**src/rtl/rocketcpu_bus_scheduler.sv**
```systemverilog
// rtl/rocketcpu_bus_scheduler.sv - registered round-robin Wishbone scheduler for ibus, dbus and DMA
// Owns the shared slave bus for one cycle at a time and force-terminates hung cycles.
module rocketcpu_bus_scheduler #(
  parameter int          TIMEOUT_W   = 8,
  parameter logic [31:0] TIMEOUT_RDT = 32'hFFFF_FFFF
) (
  input  logic        i_clk,
  input  logic        i_rst_n,
  input  logic [31:0] i_ibus_adr,
  input  logic        i_ibus_cyc,
  output logic [31:0] o_ibus_rdt,
  output logic        o_ibus_ack,
  input  logic [31:0] i_dbus_adr,
  input  logic [31:0] i_dbus_dat,
  input  logic [3:0]  i_dbus_sel,
  input  logic        i_dbus_we,
  input  logic        i_dbus_cyc,
  output logic [31:0] o_dbus_rdt,
  output logic        o_dbus_ack,
  input  logic [31:0] i_dma_adr,
  input  logic [31:0] i_dma_dat,
  input  logic [3:0]  i_dma_sel,
  input  logic        i_dma_we,
  input  logic        i_dma_cyc,
  output logic [31:0] o_dma_rdt,
  output logic        o_dma_ack,
  output logic [31:0] o_wb_adr,
  output logic [31:0] o_wb_dat,
  output logic [3:0]  o_wb_sel,
  output logic        o_wb_we,
  output logic        o_wb_cyc,
  input  logic [31:0] i_wb_rdt,
  input  logic        i_wb_ack,
  output logic [1:0]  o_grant,
  output logic        o_timeout
);

  typedef enum logic {S_IDLE, S_BUSY} state_t;

  localparam logic [TIMEOUT_W-1:0] WDOG_MAX = {TIMEOUT_W{1'b1}};

  state_t               state_q, state_d;
  logic [1:0]           grant_q, grant_d;
  logic [1:0]           last_q, last_d;
  logic [TIMEOUT_W-1:0] wdog_q, wdog_d;

  logic [2:0]  req;
  logic [1:0]  pick;
  logic [31:0] m_adr, m_dat;
  logic [3:0]  m_sel;
  logic        m_we, m_cyc;
  logic        busy, gcyc, fire_ack, fire_to, end_ack;

  assign req = {i_dma_cyc, i_dbus_cyc, i_ibus_cyc};

  // Search starts at the master after the last one served.
  always_comb begin
    pick = 2'd0;
    case (last_q)
      2'd1: begin
        if (req[1]) pick = 2'd2;
        else if (req[2]) pick = 2'd3;
        else if (req[0]) pick = 2'd1;
      end
      2'd2: begin
        if (req[2]) pick = 2'd3;
        else if (req[0]) pick = 2'd1;
        else if (req[1]) pick = 2'd2;
      end
      default: begin
        if (req[0]) pick = 2'd1;
        else if (req[1]) pick = 2'd2;
        else if (req[2]) pick = 2'd3;
      end
    endcase
  end

  always_comb begin
    m_adr = 32'h0;
    m_dat = 32'h0;
    m_sel = 4'h0;
    m_we  = 1'b0;
    m_cyc = 1'b0;
    case (grant_q)
      2'd1: begin
        m_adr = i_ibus_adr;
        m_sel = 4'hF;
        m_cyc = i_ibus_cyc;
      end
      2'd2: begin
        m_adr = i_dbus_adr;
        m_dat = i_dbus_dat;
        m_sel = i_dbus_sel;
        m_we  = i_dbus_we;
        m_cyc = i_dbus_cyc;
      end
      2'd3: begin
        m_adr = i_dma_adr;
        m_dat = i_dma_dat;
        m_sel = i_dma_sel;
        m_we  = i_dma_we;
        m_cyc = i_dma_cyc;
      end
      default: ;
    endcase
  end

  // A real ack always beats the watchdog; a dropped cyc suppresses both.
  assign busy     = (state_q == S_BUSY);
  assign gcyc     = busy & m_cyc;
  assign fire_ack = gcyc & i_wb_ack;
  assign fire_to  = gcyc & ~i_wb_ack & (wdog_q == WDOG_MAX);
  assign end_ack  = fire_ack | fire_to;

  assign o_wb_adr   = m_adr;
  assign o_wb_dat   = m_dat;
  assign o_wb_sel   = m_sel;
  assign o_wb_we    = m_we;
  assign o_wb_cyc   = gcyc & ~fire_to;
  assign o_grant    = grant_q;
  assign o_timeout  = fire_to;
  assign o_ibus_ack = end_ack & (grant_q == 2'd1);
  assign o_dbus_ack = end_ack & (grant_q == 2'd2);
  assign o_dma_ack  = end_ack & (grant_q == 2'd3);
  assign o_ibus_rdt = fire_to ? TIMEOUT_RDT : i_wb_rdt;
  assign o_dbus_rdt = fire_to ? TIMEOUT_RDT : i_wb_rdt;
  assign o_dma_rdt  = fire_to ? TIMEOUT_RDT : i_wb_rdt;

  always_comb begin
    state_d = state_q;
    grant_d = grant_q;
    last_d  = last_q;
    wdog_d  = wdog_q;
    case (state_q)
      S_IDLE: begin
        if (pick != 2'd0) begin
          state_d = S_BUSY;
          grant_d = pick;
          wdog_d  = '0;
        end
      end
      S_BUSY: begin
        if (!m_cyc || end_ack) begin
          state_d = S_IDLE;
          grant_d = 2'd0;
          last_d  = grant_q;
        end else if (wdog_q != WDOG_MAX) begin
          wdog_d = wdog_q + 1'b1;
        end
      end
      default: state_d = S_IDLE;
    endcase
  end

  always_ff @(posedge i_clk or negedge i_rst_n) begin
    if (!i_rst_n) begin
      state_q <= S_IDLE;
      grant_q <= 2'd0;
      last_q  <= 2'd3;
      wdog_q  <= '0;
    end else begin
      state_q <= state_d;
      grant_q <= grant_d;
      last_q  <= last_d;
      wdog_q  <= wdog_d;
    end
  end

endmodule
```
**config.mk**
```make
export PLATFORM = sky130hd
export DESIGN_NAME = rocketcpu_bus_scheduler
export DESIGN_NICKNAME = d
export VERILOG_FILES = /design/src/rtl/rocketcpu_bus_scheduler.sv
export SDC_FILE = /design/constraint.sdc
export NUM_CORES = 1
export LEC_CHECK = 0
export BUFFER_PORTS_ARGS = -buffer_cell sky130_fd_sc_hd__buf_2
export CORE_AREA = 2 2 150 152
export DETAILED_ROUTE_END_ITERATION = 8
export DIE_AREA = 0 0 152 154
export SYNTH_ARGS = -nofsm -noshare
export SYNTH_HDL_FRONTEND = slang
export SYNTH_SLANG_ARGS = --single-unit
```
**constraint.sdc**
```tcl
create_clock -name i_clk -period 2.4 [get_ports i_clk]
set_input_delay 0 -clock i_clk [delete_from_list [all_inputs] [get_ports i_clk]]
set_output_delay 0 -clock i_clk [all_outputs]
set_load 0.02 [all_outputs]
```
== Word-level counts from Yosys, hierarchy flattened ==
Index checks and enable logic that the tools add are counted.

* Flip-flop bits (word level): 13
* Bits in latches: 0
* Bits in writable memories: 0
* Memory bits (read-only): 0
* Bits of input ports: 208
* Output and inout port bits: 172
* Word-level logic and storage cells: 60
* Memories kept: 0

* Add/sub/neg operators: 1
* Multiply operators: 0
* Divide/modulo/power cells: 0
* Magnitude comparators: 0
* Equal/unequal tests: 11
* Shifts and indexed selects: 0
* Mux-type cells: 26
* Bitwise operators: 12
* Reduce and logical (&&, ||, !) cells: 6

{| class="wikitable"
|+ Operators with widths
! kind !! count
|-
| one-hot mux 32 bit (3 select lines) || 1
|-
| one-hot mux 32 bit (2 select lines) || 1
|-
| 2-to-1 mux 32 bit || 1
|-
| 2-to-1 mux 8 bit || 3
|-
| 2-to-1 mux 2 bit || 10
|-
| one-hot mux 8 bit (2 select lines) || 1
|-
| one-hot mux 4 bit (3 select lines) || 1
|-
| adder 8 x 1 -> 8 bit, second input constant || 1
|-
| AND 1 bit || 8
|-
| equality test 8 bit, second input constant || 1
|-
| != test 8 bit, second input constant || 1
|-
| one-hot mux 2 bit (2 select lines) || 2
|-
| equality test 2 bit, second input constant || 3
|-
| equality test 2 x 1 -> 1 bit, second input constant || 2
|-
| != test 2 x 1 -> 1 bit, second input constant || 2
|-
| != test 2 bit, second input constant || 2
|-
| one-hot mux 1 bit (2 select lines) || 2
|-
| AND reduction 2 bit || 2
|-
| 2-to-1 mux 1 bit || 3
|-
| NOT 1 bit || 3
|-
| one-hot mux 1 bit (3 select lines) || 1
|-
| AND reduction 3 bit || 1
|-
| nonzero test 2 bit || 1
|-
| zero test 1 bit || 1
|-
| 2 further kinds || 2
|}

== Logic depth before layout (Yosys ltp) ==
* Word-level depth: 9
* Mapped depth: 7
* Mapped depth without buffers: 6

== Least setup slack after synthesis ==
No wires, ideal clock.

* Path type: register to output
* Start point: reg grant_q[1] (netlist: o_grant[1])
* End point: out o_dma_rdt[10]
* Arrival: 2.124 ns
* Required time: 2.400 ns
* Path slack: 0.276 ns
* Stages on the path, launching flop included: 8
* Buffers on the path: 3
* Path through: dfrtp_1 > buf_4 > mux2i_1 > a211o_1 > or3_4 > buf_2 > nand2b_1 > buf_4

* Word-level cells in the longest chain between the ends: 6
* Elaborated cells between the ends (all ways): 8

{| class="wikitable"
|+ Ends and longest elaborated chain
! element !! RTL line !! RTL
|-
| start: declaration || 43 || <nowiki>logic [1:0] grant_q, grant_d;</nowiki>
|-
| start signal: assignment || 163 || <nowiki>grant_q <= grant_d;</nowiki>
|-
| equality test 2 bit or equality test 2 x 1 -> 1 bit (tied branches) || 84 || <nowiki>case (grant_q)</nowiki>
|-
| one-hot mux 1 bit (3 select lines) (*) || 84 ||
|-
| AND 1 bit (*) || 110 || <nowiki>assign gcyc = busy & m_cyc;</nowiki>
|-
| AND 1 bit (*) (2 in series) || 112 || <nowiki>assign fire_to = gcyc & ~i_wb_ack & (wdog_q == WDOG_MAX);</nowiki>
|-
| 2-to-1 mux 32 bit (*) || n/a ||
|-
| end: declaration || 25 || <nowiki>output logic [31:0] o_dma_rdt,</nowiki>
|}

Mark *: on every way between the ends. The rest lies on a longest branch, timed or not.

== Worst setup path after layout ==
* Start point: reg grant_q[1] (netlist: o_grant[1])
* End point: out o_dbus_rdt[19]

* Word-level cells in the longest chain between the ends: 6
* Elaborated cells between the ends (all ways): 8

{| class="wikitable"
|+ Ends and longest elaborated chain
! element !! RTL line !! RTL
|-
| equality test 2 bit or equality test 2 x 1 -> 1 bit (tied branches) || 84 ||
|-
| one-hot mux 1 bit (3 select lines) (*) || 84 ||
|-
| AND 1 bit (*) || 110 ||
|-
| AND 1 bit (*) (2 in series) || 112 ||
|-
| 2-to-1 mux 32 bit (*) || 126 || <nowiki>assign o_dbus_rdt = fire_to ? TIMEOUT_RDT : i_wb_rdt;</nowiki>
|-
| end: declaration || 18 || <nowiki>output logic [31:0] o_dbus_rdt,</nowiki>
|}

Marks and branches as above.

==> flow_summary.json <==
{
  "status": "complete, no violations",
  "post_cts_buffers": 0,
  "fillCellCount": 2436,
  "yosysMostFrequentCell": "buf_4",
  "grt.overflow.total": 0,
  "drtIter0Drc": 173,
  "io_pins": 380,
  "dieArea_mm2": 0.02341,
  "fin_hold_ws_ns": 0.06925,
  "place_congestion": 0.8104,
  "vias": 3572,
  "worst_pin_slew_ns": 0.6805,
  "fin_crit_sh_pct": 93.90,
  "synthCells": 348,
  "setup_viol": 0,
  "synth_warnings": 0,
  "core_area_mm2": 0.02169,
  "routedWlPerCell_um": 13.10,
  "cts_buffers": 3,
  "hold_path_depth": 3,
  "initial_core_util_pct": 12.99,
  "internal-power_uw": 1843,
  "rsz0062_at_grt": "no",
  "min_period_ns": 2.254,
  "synth.top_cell.area_share_pct": 17.33,
  "track_usage_pct": 9.574,
  "leakagePower_uw": 0.002629,
  "clk_pin_slew_ns": 0.05,
  "finish.utilization_pct": 21.28,
  "synth.distinct_cells": 39,
  "final-hold-violation-count": 0,
  "worstPathMaxFanout": 33,
  "firstDrtPassIters": 4,
  "peakVddDrop_mv": 0.5110,
  "grt_pass1_vias": 3265,
  "fin_setup_tns_ns": 0,
  "p_sw_share_pct": 53.39,
  "pwr-share-clk_pct": 8.3,
  "synthTopCellsByCount": "buf_4, mux2i_1, mux2_2, nor2b_1",
  "cp-start-kind": "register",
  "regToRegSetupSlack_ns": 0.43,
  "synth_area_mm2": 0.002816,
  "die_h_um": 154,
  "r2r_end": "last_q[1]$_DFFE_PN1P_",
  "clock_latency_ns": 0.25,
  "fin_nets": 858,
  "drive_above_1_share_pct": 66.41,
  "synth_flop_cell": "dfrtp_1",
  "synth_top_area_cell": "buf_4",
  "cts_sinks": 13,
  "synth_edf_count": 0,
  "power_frac_seq_pct": 9.1,
  "cp_slowest_cell": "or3_4",
  "arrival_ns": 2.25,
  "combPwrFrac_pct": 82.6,
  "worstReg2RegStart": "wdog_q[0]$_DFFE_PN0P_",
  "grt_pass1_wl_um": 18540,
  "drv_slew": 0,
  "grt_max_degree": 81,
  "cts-root-buf": "clkbuf_16",
  "cts_tree": "yes",
  "hpwl_um": 10180,
  "portBuffers": 379,
  "antenna_found_initial": 0,
  "htreeDepth": 1,
  "hold_path.class": "in -> reg",
  "hold_start": "i_dbus_cyc",
  "std_cell_rows": 54,
  "synthesis.nets": 559,
  "critical_path.cell_chain": "mux2i_1 > a211o_1 > or3_4 > nand2b_1 > buf_2",
  "syn_avg_cell_area_um2": 8.093,
  "slew_headroom_pct": 54.63,
  "fmax_ghz": 0.4437,
  "crit_type": "reg -> out",
  "via_per_inst": 3.853,
  "clk_path_buf_depth": 2,
  "drcViolationCount": 0,
  "syn2layout_area_growth_pct": 63.84,
  "fin_skew_ns": 0.002841,
  "max-cap-violations": 0,
  "cp_slowest_stage_delay_ns": 0.54,
  "power.net_switching_uw": 2111,
  "worstSetupEndpointType": "output pin",
  "cp-startpoint": "o_grant[1]$_DFFE_PN0P_",
  "synthTopCellsByArea": "buf_4, mux2i_1, mux2_2",
  "required_ns": 2.40,
  "holdPathEnd": "o_grant[1]$_DFFE_PN0P_",
  "async_reset_ff_share_pct": 100.0,
  "r2r_cells": 5,
  "ys_seq_area_share_pct": 11.64,
  "routed_wl_um": 12140,
  "die_w_um": 152,
  "drt.antenna.violating_nets": 0,
  "p_per_area_mw_per_mm2": 856.9,
  "synth_seq_cells": 13
}
-- worst max-delay path, delay by kind of cell (launching register included) --
kind	cells	cell delay, ns
AO/OA/AOI/OAI	1	0.34
buffers and inverters	1	0.20
flip-flops	1	0.50
multiplexers	1	0.19
AND/OR/NAND/NOR	2	0.76
-- registers in the layout, summed over array words and instances (netlist names) --
name     flops
busy         1
wdog_q       8
last_q       2
o_grant      2
-- cell families after synthesis --
family          count (synthesis)  share of synthesized area, %
compound gates                 55                         14.97
fa+ha+maj                       3                         1.333
buf+inv                        99                         22.26
flops                          13                         11.64
mux                            75                         28.17
simple gates                  103                         21.63
-- power by group through the flow --
stage | combinational, uW | clock, uW | sequential (uW)
finish | 3270 | 329 | 359
CTS | 3280 | 331 | 361
global placement | 3240 | 0 | 359
global route | 3490 | 343 | 367
floorplan | 2350 | 0 | 332
detailed placement | 3270 | 0 | 364
-- layout by cell type, fill, tap and decap left out, drive strengths merged, types with 3 or more instances in the layout --
master and instances:
mux2i 41, a22o 32, nand2b 32, nor2b 34, nand2 14, nor3 3
ha 3, clkbuf 4, dfrtp 11, nand3 3, inv 9, a31oi 4
nor2 4, buf 383, mux2 34, o21ai 3, a21oi 8
-- metal layers --
layer  wire length [um]  vias up  track usage, %
li1                   -     1753               -
met1               5214     1644           12.66
met2               6017      170           16.41
met3                838        5           1.804
met4                 71        0           1.647
met5                  0        -               0
-- what timing repair did --
item | in CTS | in global routing
hold buffers | 1 | 0
gates resized for setup | 0 | 1
endpoints found under the setup margin | 0 | 3
hold endpoints to repair | 13 | 0
-- through the flow --
step / worst slack (ns) / area, um^2 / instances / total power [uW]
3_3_place_gp: 0.3655 / 4521 / 921 / 3603
4_1_cts: 0.07275 / 4609 / 926 / 3967
3_5_place_dp: 0.3405 / 4521 / 921 / 3632
6_report: 0.1463 / 4614 / 927 / 3954
2_1_floorplan: 0.2763 / 2816 / 348 / 2679
5_1_grt: 0.009146 / 4612 / 926 / 4203
-- worst max path at each step --
stage | to | slack (ns) | depth (start not counted)
after floorplan | o_dma_rdt[10] | 0.28 | 7
after CTS | o_dbus_rdt[18] | 0.07 | 5
after global placement | o_dbus_rdt[18] | 0.37 | 5
after detailed placement | o_dbus_rdt[18] | 0.34 | 5
after global routing | o_dbus_rdt[19] | 0.009 | 5
final | o_dbus_rdt[19] | 0.15 | 5
-- area by class of cell --
cell class / instances / area [um^2] / area share (%)
clock buffers: 4 / 78.83 / 1.708
inverters: 9 / 33.78 / 0.7321
multi-input cells: 236 / 1867 / 40.46
flip-flops and latches: 13 / 332.8 / 7.213
diodes: 1 / 2.502 / 0.05423
repair buffers: 384 / 1949 / 42.25
well taps: 280 / 350.3 / 7.592
(Power assumes the default switching activity.)
